File: src/rtl/cpu_pkg.sv
// Shared constants and types for the Zicsr access unit: funct3 codes,
// FSM state encodings and the read-only CSR address prefix.
package cpu_pkg;

  localparam logic [2:0] F3_RW  = 3'b001;
  localparam logic [2:0] F3_RS  = 3'b010;
  localparam logic [2:0] F3_RC  = 3'b011;
  localparam logic [2:0] F3_RWI = 3'b101;
  localparam logic [2:0] F3_RSI = 3'b110;
  localparam logic [2:0] F3_RCI = 3'b111;

  localparam logic [1:0] IDLE  = 2'd0;
  localparam logic [1:0] READ  = 2'd1;
  localparam logic [1:0] WRITE = 2'd2;
  localparam logic [1:0] DONE  = 2'd3;

  localparam logic [1:0] RO_PREFIX = 2'b11;

  typedef struct packed {
    logic [2:0] funct3;
    logic [4:0] idx;
  } csr_req_t;

endpackage

File: src/rtl/cpu_csr_alu.sv
// Combinational Zicsr value computation: new CSR value, whether a write is
// requested, and whether funct3 is an illegal encoding.
module cpu_csr_alu
  import cpu_pkg::*;
#(
  parameter int XLEN = 32
) (
  input  logic [2:0]      funct3,
  input  logic [XLEN-1:0] old,
  input  logic [XLEN-1:0] operand,
  input  logic [4:0]      rs1_idx,
  output logic [XLEN-1:0] new_val,
  output logic            write_en,
  output logic            illegal_op
);

  // Set/clear forms with rs1 field zero are pure reads and must not write.
  always_comb begin
    new_val    = operand;
    write_en   = 1'b1;
    illegal_op = 1'b0;
    case (funct3)
      F3_RW, F3_RWI: ;
      F3_RS, F3_RSI: begin
        new_val  = old | operand;
        write_en = (rs1_idx != 5'd0);
      end
      F3_RC, F3_RCI: begin
        new_val  = old & ~operand;
        write_en = (rs1_idx != 5'd0);
      end
      default: illegal_op = 1'b1;
    endcase
  end

endmodule

File: src/rtl/cpu_csr_unit.sv
// Zicsr executor: latches a request, reads the CSR, writes back the new
// value one cycle later and returns the old value with a done pulse.
module cpu_csr_unit
  import cpu_pkg::*;
#(
  parameter int XLEN   = 32,
  parameter int ADDR_W = 12
) (
  input  logic              clk,
  input  logic              rst,
  input  logic              start,
  input  logic [2:0]        funct3,
  input  logic [ADDR_W-1:0] csr_addr_in,
  input  logic [XLEN-1:0]   rs1_data,
  input  logic [4:0]        rs1_idx,
  output logic              busy,
  output logic              done,
  output logic              illegal,
  output logic [XLEN-1:0]   rd_data,
  output logic [ADDR_W-1:0] csr_addr,
  output logic [XLEN-1:0]   csr_wdata,
  output logic              csr_wr,
  input  logic [XLEN-1:0]   csr_rdata
);

  logic [1:0]      state;
  csr_req_t        req_q;
  logic [XLEN-1:0] op_q;
  logic [XLEN-1:0] old_q;
  logic            ill_q;

  logic [XLEN-1:0] alu_new;
  logic            alu_wen;
  logic            alu_ill;
  logic            ill_rd;

  cpu_csr_alu #(.XLEN(XLEN)) u_alu (
    .funct3     (req_q.funct3),
    .old        (csr_rdata),
    .operand    (op_q),
    .rs1_idx    (req_q.idx),
    .new_val    (alu_new),
    .write_en   (alu_wen),
    .illegal_op (alu_ill)
  );

  // Writing a read-only CSR is illegal; a pure read of one is allowed.
  assign ill_rd = alu_ill || (alu_wen && (csr_addr[ADDR_W-1 -: 2] == RO_PREFIX));

  always_ff @(posedge clk or negedge rst) begin
    if (!rst) begin
      state     <= IDLE;
      req_q     <= '0;
      op_q      <= '0;
      old_q     <= '0;
      ill_q     <= 1'b0;
      busy      <= 1'b0;
      done      <= 1'b0;
      illegal   <= 1'b0;
      rd_data   <= '0;
      csr_addr  <= '0;
      csr_wdata <= '0;
      csr_wr    <= 1'b0;
    end else begin
      case (state)
        IDLE: begin
          if (start) begin
            req_q.funct3 <= funct3;
            req_q.idx    <= rs1_idx;
            op_q         <= funct3[2] ? {{(XLEN-5){1'b0}}, rs1_idx} : rs1_data;
            csr_addr     <= csr_addr_in;
            busy         <= 1'b1;
            state        <= READ;
          end
        end
        READ: begin
          old_q     <= csr_rdata;
          csr_wdata <= alu_new;
          csr_wr    <= alu_wen && !ill_rd;
          ill_q     <= ill_rd;
          state     <= WRITE;
        end
        WRITE: begin
          csr_wr  <= 1'b0;
          done    <= 1'b1;
          illegal <= ill_q;
          rd_data <= ill_q ? '0 : old_q;
          state   <= DONE;
        end
        default: begin
          done    <= 1'b0;
          illegal <= 1'b0;
          busy    <= 1'b0;
          state   <= IDLE;
        end
      endcase
    end
  end

endmodule

File: config.mk
export PLATFORM = sky130hd
export DESIGN_NAME = cpu_csr_unit
export DESIGN_NICKNAME = d
export VERILOG_FILES = /design/src/rtl/cpu_pkg.sv /design/src/rtl/cpu_csr_alu.sv /design/src/rtl/cpu_csr_unit.sv
export SDC_FILE = /design/constraint.sdc
export NUM_CORES = 1
export LEC_CHECK = 0
export CAP_MARGIN = 10
export CORE_ASPECT_RATIO = 1.5
export CORE_UTILIZATION = 44
export DETAILED_ROUTE_END_ITERATION = 12
export PLACE_DENSITY_LB_ADDON = 0.15
export SETUP_SLACK_MARGIN = 0.02
export SLEW_MARGIN = 20
export SYNTH_ARGS = -nofsm -noshare
export SYNTH_HDL_FRONTEND = slang
export SYNTH_SLANG_ARGS = --single-unit
File: constraint.sdc
create_clock -name clk -period 1.4 [get_ports clk]
set_clock_uncertainty 0.05 [all_clocks]
set_input_delay 0.28 -clock clk [delete_from_list [all_inputs] [get_ports clk]]
set_output_delay 0.28 -clock clk [all_outputs]
set_load 0.02 [all_outputs]
Word level (Yosys, flattened, before mapping)
Index checks and enable logic that the tools add are counted.
{"block": "classes", "mux": 12, "bitwise": 4, "n_eq_ne": 10, "reduce_logical": 15}
{"operator": "two-way mux 32 bit", "count": 2}
{"operator": "one-hot mux 32 bit (2 select lines)", "count": 1}
{"operator": "AND 32 bit", "count": 1}
{"operator": "NOT 32 bit", "count": 1}
{"operator": "bitwise OR 32 bit", "count": 1}
{"operator": "equality test 3 bit, second input constant", "count": 3}
{"operator": "one-hot mux 1 bit (2 select lines)", "count": 4}
{"operator": "OR reduction 2 bit", "count": 4}
{"operator": "equality test 3 x 2 -> 1 bit, second input constant", "count": 2}
{"operator": "one-hot mux 2 bit (3 select lines)", "count": 1}
{"operator": "OR reduction 6 bit", "count": 1}
{"operator": "nonzero test 5 bit", "count": 1}
{"operator": "equality test 2 bit, second input constant", "count": 2}
{"operator": "AND reduction 2 bit", "count": 2}
{"operator": "OR reduction 4 bit", "count": 1}
{"operator": "equality test 3 x 1 -> 1 bit, second input constant", "count": 1}
{"operator": "two-way mux 1 bit", "count": 3}
{"operator": "equality test 2 x 1 -> 1 bit, second input constant", "count": 1}
{"operator": "logical AND 1 bit", "count": 2}
{"operator": "zero test 2 bit", "count": 1}
{"operator": "two-way mux 2 bit", "count": 1}
{"operator": "!= test 2 bit, second input constant", "count": 1}
{"operator": "nonzero test 2 bit", "count": 1}
{"operator": "zero test 1 bit", "count": 1}
{"operator": "2 further kinds", "count": 2}
{"block": "word_totals", "regBits": 155, "in_bits": 87, "output_inout_bits": 80}

Depth between registers and ports, before layout
{"block": "logic_depth", "depth_word": 8, "ltp_mapped": 8}

Hierarchy
A second synthesis with hierarchy kept.
{"block": "hier_totals", "hier_cells": 570, "area_unflattened_um2": 6862.8}
{"mod": "cpu_csr_unit", "area_per_inst_um2": 6336.1, "cells_per_inst": 494, "instances": 1}
{"mod": "cpu_csr_alu", "area_per_inst_um2": 526.8, "cells_per_inst": 76, "instances": 1}

Least setup slack after synthesis
Ideal clock, no wire load.
{"block": "synth_timing", "path_kind": "reg2reg", "from": "register state[1]", "to": "register ill_q", "path_slack_ns": -0.110, "stages_incl_launch_ff": 9, "arrival_ns": 1.365, "cell_sequence": "dfrtp_1 inv_1 ha_1 buf_4 inv_1 buf_4 clkbuf_1 nand2_1 o31ai_1"}
{"block": "synth_between", "elab_chain_len": 1}
{"element": "start, declared", "line_no": "cpu_csr_unit.sv:26", "rtl": "logic [1:0] state;"}
{"element": "start signal, assigned", "line_no": "cpu_csr_unit.sv:52", "rtl": "state <= IDLE;"}
{"element": "start signal, assigned", "line_no": "cpu_csr_unit.sv:73", "rtl": "state <= READ;"}
{"element": "start signal, assigned", "line_no": "cpu_csr_unit.sv:81", "rtl": "state <= WRITE;"}
{"element": "equality test 2 x 1 -> 1 bit", "line_no": "cpu_csr_unit.sv:65", "rtl": "case (state)"}
{"element": "end signal, assigned", "line_no": "cpu_csr_unit.sv:80", "rtl": "ill_q <= ill_rd;"}
{"element": "end, declared", "line_no": "cpu_csr_unit.sv:30", "rtl": "logic ill_q;"}
No other way between the ends.
A chain may end at the register's enable or synchronous reset.

Worst setup path after layout
{"block": "layout_timing", "from": "register state[1]", "to": "register old_q[24]"}
{"block": "layout_between", "elab_chain_len": 1}
{"element": "equality test 2 x 1 -> 1 bit", "line_no": "cpu_csr_unit.sv:65"}
{"element": "end signal, assigned", "line_no": "cpu_csr_unit.sv:77", "rtl": "old_q <= csr_rdata;"}
{"element": "end, declared", "line_no": "cpu_csr_unit.sv:29", "rtl": "logic [XLEN-1:0] old_q;"}
No other way between the ends.

==> flow_summary.yaml <==
worst_setup_path:
  critPathCaptureType: "flip-flop"
  cp_num_buf_inv: 2
  required_ns: 1.65
  cp.arrival_ns: 1.73
  path_cells: "inv_2, ha_4, buf_8, mux2_2"
  crit_type: "flip-flop to flip-flop"
  worstPathMaxFanout: 9
  cp_slowest_stage_delay_ns: 0.39
  crit_family: "flip-flops"
  critPathSlowestCell: "dfrtp_1"
  critPathLaunchType: "flip-flop"
  regToRegSetupSlack_ns: -0.08
power_and_ir_drop:
  power_switching_mw: 8.44
  finalPower_mw: 22.2
  leakagePower_nw: 4.40
  seqPwrFrac_pct: 34.9
  irDropWorstVdd_mv: 1.15
  clkPwrFrac_pct: 21.0
  swShare_pct: 38.0
  power_density_nw_per_um2: 2380
  comb_power_share_pct: 44.1
  p_int_mw: 13.8
route:
  ant_nets: 0
  routed_wl_um: 16800
  dr.pass1.iters: 4
  via_per_inst: 5.13
  drtIter0Drc: 152
  vias: 4949
  wl_per_cell_um: 17.4
  drc_errors: 0
global_route:
  antenna_found_initial: 1
  grt_pass1_vias: 5207
  grt_overflow: 0
  grt_max_degree: 39
  grt_pass1_wl_um: 26300
  track_usage_pct: 22.8
layout:
  nNetsFinal: 846
  drive_gt1_share_pct: 35.2
  area_growth_syn_to_layout_pct: 42.4
  final_area_sq_um: 9350
floorplanning:
  fp.dieH_um: 152
  die_w_um: 102
  io-pin-count: 167
  core_region_area_sq_um: 14500
  start_util_pct: 45.2
  dieArea_sq_um: 15400
  num_rows: 54
logic_synthesis:
  synth_nets: 654
  ys_top_cells_by_area: "dfrtp_1 (59%), mux2_2 (8.9%), a211oi_2 (5.7%)"
  syn_avg_cell_area_sq_um: 11.7
  seq_area_frac_synth_pct: 58.7
  syn_area_sq_um: 6570
  synth_seq_cells: 154
  synth_top_cell_by_area: "dfrtp_1"
  yosys.area.top_type_share_pct: 58.7
  yosysWarningCount: 0
  synthCells: 563
  synthDistinctLibCells: 28
timing:
  slew_headroom_pct: 72.3
  tightest_slew_ns: 0.415
  setup_viol_count_final: 63
  slew_violations: 0
  setup_ws_ns: -0.0791
  finalCritPeriodShare_pct: 106
  rsz0062_at_grt: "true"
  finalCriticalPeriod_ns: 1.48
  final_hold_viol_count: 0
  fin_hold_ws_ns: 0.256
  max_freq_mhz: 676
cts:
  clockBufferDepth: 2
  path_clk_slew_ns: 0.06
  cts-root-buf: "clkbuf_16"
  numCtsBuffers: 17
  cts_tree: "built"
  cts_htree_levels: 4
  clock_latency_ns: 0.41
  clock_sinks: 154
outcome:
  status: "finished, violations left"
  violations: "negative setup slack"
placement:
  place_area_sq_um: 8620
  io_buffers: 166
  hpwlAfterDp_um: 11200
  gp_congestion: 0.763
flow_run:
  cap_violations: 0
min_path:
  hold_class: "primary input to asynchronous set/reset pin"
per-stage QoR:
step	TNS (ns)	util, %	setup WS, ns	std cells
floorplan	-0.599	-	-0.0420	563
global placement	-9.33	59.3	-0.117	914
detailed placement	-13.38	59.3	-0.171	914
CTS	-2.88	63.5	-0.0888	961
global route	-7.45	64.4	-0.125	965
finish	-2.39	64.4	-0.0791	965
kinds of logic (layout without fill, tap and decap cells):
| group | count (synthesis) | after routing | synth area share (%) |
|---|---|---|---|
| mux | 57 | 57 | 9.68 |
| other cells | 0 | 1 | 0 |
| flops | 154 | 154 | 58.7 |
| buf+inv | 75 | 279 | 5.64 |
| fa+ha+maj | 4 | 4 | 0.762 |
| simple gates | 103 | 104 | 7.30 |
| compound gates | 170 | 170 | 17.9 |
worst paths after layout:
path | to | start | cells past startpoint
max | old_q[24]$_DFFE_PN0P_ | state[1]$_DFFE_PN0N_ | 4
min | csr_addr[2]$_DFFE_PN0P_ | rst | 2
max reg2reg | old_q[24]$_DFFE_PN0P_ | state[1]$_DFFE_PN0N_ | 4
min reg2reg | csr_wdata[3]$_DFFE_PN0P_ | csr_wdata[3]$_DFFE_PN0P_ | 1
max in group asynchronous | rd_data[14]$_DFFE_PN0P_ | rst | 3
min in group clk | op_q[30]$_DFFE_PN0P_ | rs1_data[30] | 3
worst register-to-register path, cell delays in order (launching register included):
cell and delay [ns]:
dfrtp_1 0.39, inv_2 0.12, ha_4 0.28, buf_8 0.18
mux2_2 0.34
cells in the final DEF (no fill, tap or decap), drive strengths merged:
cell type,netlist,final
a211oi,32,32
a21o,32,32
a21oi,34,34
a2bb2oi,1,1
and2,1,2
buf,25,121
bufinv,0,2
clkbuf,13,22
clkdlybuf4s50,0,85
clkinv,0,3
clkinvlp,0,2
dfrtp,154,154
diode,0,1
dlygate4sd3,0,1
ha,4,4
inv,37,43
mux2,52,52
mux2i,5,5
nand2,69,69
nand2b,27,27
nand3,1,1
nand3b,1,1
nor2,1,1
nor2b,1,1
nor3,1,1
o21ai,66,66
o22ai,2,2
o2bb2ai,1,1
o31ai,2,2
or4b,1,1
state kept, by name, indices dropped and copies added, names as in the netlist:
name       flops
csr_wdata     32
old_q         32
op_q          32
rd_data       32
csr_addr      12
req_q          7
state          2
busy           1
csr_wr         1
done           1
ill_q          1
illegal        1
power groups by stage:
stage	Clock [mW]	Sequential, mW	Combinational (mW)
after CTS	4.76	7.73	9.52
final	4.66	7.75	9.80
after global routing	4.97	7.98	10.6
after detailed placement	0	7.77	9.22
after floorplan	0	8.70	4.52
after global placement	0	7.66	8.97
Yosys cell counts, drive strengths merged:
library cell / instances
dfrtp: 154
nand2: 69
o21ai: 66
mux2: 52
inv: 37
a21oi: 34
a211oi: 32
a21o: 32
nand2b: 27
buf: 25
clkbuf: 13
mux2i: 5
ha: 4
o22ai: 2
o31ai: 2
a2bb2oi: 1
and2: 1
nand3: 1
nand3b: 1
nor2: 1
nor2b: 1
nor3: 1
o2bb2ai: 1
or4b: 1
what timing repair did:
item / 4_1_cts / 5_1_grt
buffers inserted: 10 / 0
pin swaps: 3 / 2
endpoints found under the hold margin: 30 / 0
setup endpoints to repair: 220 / 151
cloned: 4 / 3
resized for setup: 390 / 29
hold buffers: 1 / 0
layer usage:
| metal | vias to the layer above | part of all wire [%] | track usage [%] |
|---|---|---|---|
| met3 | 26 | 4.4 | 4.50 |
| met1 | 2476 | 39 | 26.4 |
| met4 | 0 | 2.3 | 9.42 |
| met5 | - | 0 | 0 |
| met2 | 130 | 55 | 40.8 |
| li1 | 2317 | - | - |
cell type report:
class	count	area (sq um)
diodes	1	2.50
clock buffers	19	453
clock inverters	13	154
fillers	1179	5180
inverters	37	149
multi-input cells	335	2560
flip-flops and latches	154	3850
well taps	196	245
repair buffers	210	1930
No activity file was read; power rests on OpenSTA's default activity.
==> RTL edit (same flow settings) <==
`XLEN` is set to 32 in 2 places; all go to 48.
--- a/src/rtl/cpu_csr_alu.sv
+++ b/src/rtl/cpu_csr_alu.sv
@@ -5,3 +5,3 @@
 #(
-  parameter int XLEN = 32
+  parameter int XLEN = 48
 ) (
--- a/src/rtl/cpu_csr_unit.sv
+++ b/src/rtl/cpu_csr_unit.sv
@@ -5,3 +5,3 @@
 #(
-  parameter int XLEN   = 32,
+  parameter int XLEN   = 48,
   parameter int ADDR_W = 12
Interface: changed (resized csr_rdata, csr_wdata, rd_data and rs1_data); port bits go from 167 to 231. The function was not compared with the original's and may differ.
==> RTL edit against the unedited design <==
- the flow still finishes with violations (negative setup slack)
- global-route usage increased by 0.38 points
- cell area up 53%
- first-iteration DRC count grew 96%
- sequential cell count increased by 64
- synthesized area grew 39%
- total power up 53%
- non-clock buffer count rose by 140
- count of clock-buffer cells in the layout is 13 higher
- worst setup slack improved by 0.010 ns
- sequential power increased by 47%
- routed wire length is 52% higher
- critical endpoint is now op_q[20]
==> RTL edit: results (changes against the unedited design) <==
[routing]
post_drt_wl_per_cell_um=18.2  ; +4.5%
drt_iter0_drc=298  ; +96%
vias=7196  ; +45%

[final_layout]
fill_cells=1516  ; +29%
nNetsFinal=1246  ; +47%
drive_gt1_share_pct=40.5  ; +5.4 points

[run_status]
violations=negative setup slack
status=complete, but fails checks

[synth]
yosys.area_share.xor_xnor_pct=0  ; unchanged
syn_nets=927  ; +42%
synth-seq-area-share_pct=60.0  ; +1.3 points
synth_mux_area_share_pct=8.97  ; -0.71 points
synthAdderAreaFrac_pct=0.550  ; -0.21 points
synthTopCellsByCount=218 x dfrtp_1, 101 x nand2_1, 98 x o21ai_0
synthTopCellsByArea=dfrtp_1 60%, mux2_2 8.4%, o21ai_0 5.4%, nand2_1 4.2%, a21o_1 4.0%

[cts]
numCtsBuffers=22  ; +5
cts.htree.levels=1  ; -3
cts_buffer_depth=3  ; +1
clock_latency_ns=0.50  ; +0.09 ns

[place]
finalWeightedCongestion=0.773  ; +1.4%
dp_hpwl_um=16200  ; +45%
placed_cell_area_um2=12100  ; +40%
numPortBuffers=230  ; +39%
preCtsSetupSlack_ns=-0.188  ; -0.0172 ns

[timing]
finalSetupViolations=152  ; +140%
setup_ws_ns=-0.0688  ; +0.0103 ns
totalNegativeSetupSlack_ns=-4.35  ; -1.97 ns
tightest_slew_ns=0.380  ; -0.0356 ns

[global_routing]
antenna_found_initial=0  ; -1
grt_pass1_vias=7128  ; +37%
track_usage_pct=23.2  ; +0.38 points
grt_pass1_wl_um=38400  ; +46%
grt_max_degree=49  ; +26%

[setup_path]
cpLargestDelayFamily=buffers and inverters
reg2reg_to=op_q[20]
rr_startpoint=state[0]
r2r_cells=7  ; +3

[pwr]
p_leak_nw=6.78  ; +54%
ir_drop_mv=1.45  ; +26%

RTL edit: through the flow:
stage | cells | hold slack (ns) | util (%)
final | 1403 | 0.214 | 70.3
after detailed placement | 1291 | 0.153 | 59.4
after global placement | 1291 | 0.152 | 59.4
after global routing | 1402 | 0.238 | 70.2
after floorplan | 804 | -0.0656 | -
after CTS | 1360 | 0.222 | 64.8
RTL edit: cell families after synthesis:
| group | Yosys count |
|---|---|
| AO/OA/AOI/OAI | 250 |
| adder cells (fa/ha/maj) | 4 |
| buffers and inverters | 108 |
| flip-flops | 218 |
| multiplexers | 73 |
| AND/OR/NAND/NOR | 151 |
RTL edit: what timing repair did:
action / in CTS / in global routing
setup buffers: 26 / 38
gates resized for setup: 666 / 244
setup endpoints to repair: 323 / 322
gates cloned: 3 / 4
pin swaps: 2 / 19
hold buffers: 1 / 0
hold endpoints to repair: 176 / 0
RTL edit: power breakdown:
part	internal [mW]	leakage (nW)	total (mW)	switching, mW
registers	9.12	2.73	11.4	2.24
clock network	3.54	0.361	5.97	2.43
logic	8.97	3.69	16.7	7.75
RTL edit: final cells by class:
class	count	area [um2]	area share [%]
antenna	1	2.50	0.0175
clock buffer	32	639	4.47
clock inverter	7	88.8	0.622
inverter	53	204	1.43
multi-input combinational	478	3720	26.0
sequential	218	5460	38.2
tap	264	330	2.31
timing repair buffer	350	3850	26.9
RTL edit: layer usage:
| metal | wire length, um | track usage [%] | up-vias |
|---|---|---|---|
| li1 | - | - | 3394 |
| met1 | 9990 | 28.3 | 3558 |
| met2 | 13500 | 41.4 | 192 |
| met3 | 1160 | 3.77 | 52 |
| met4 | 934 | 8.23 | 0 |
| met5 | 0 | 0 | - |
RTL edit: how the worst max path moves through the flow:
stage,start,end,slack [ns],depth (start not counted)
final,state[0],op_q[20],-0.07,7
after floorplan,state[0],csr_wdata[10],-0.06,6
after global routing,state[0],op_q[20],-0.14,7
after detailed placement,start,csr_addr[5],-0.19,4
after CTS,state[0],old_q[2],-0.07,5
after global placement,start,csr_addr[1],-0.16,4
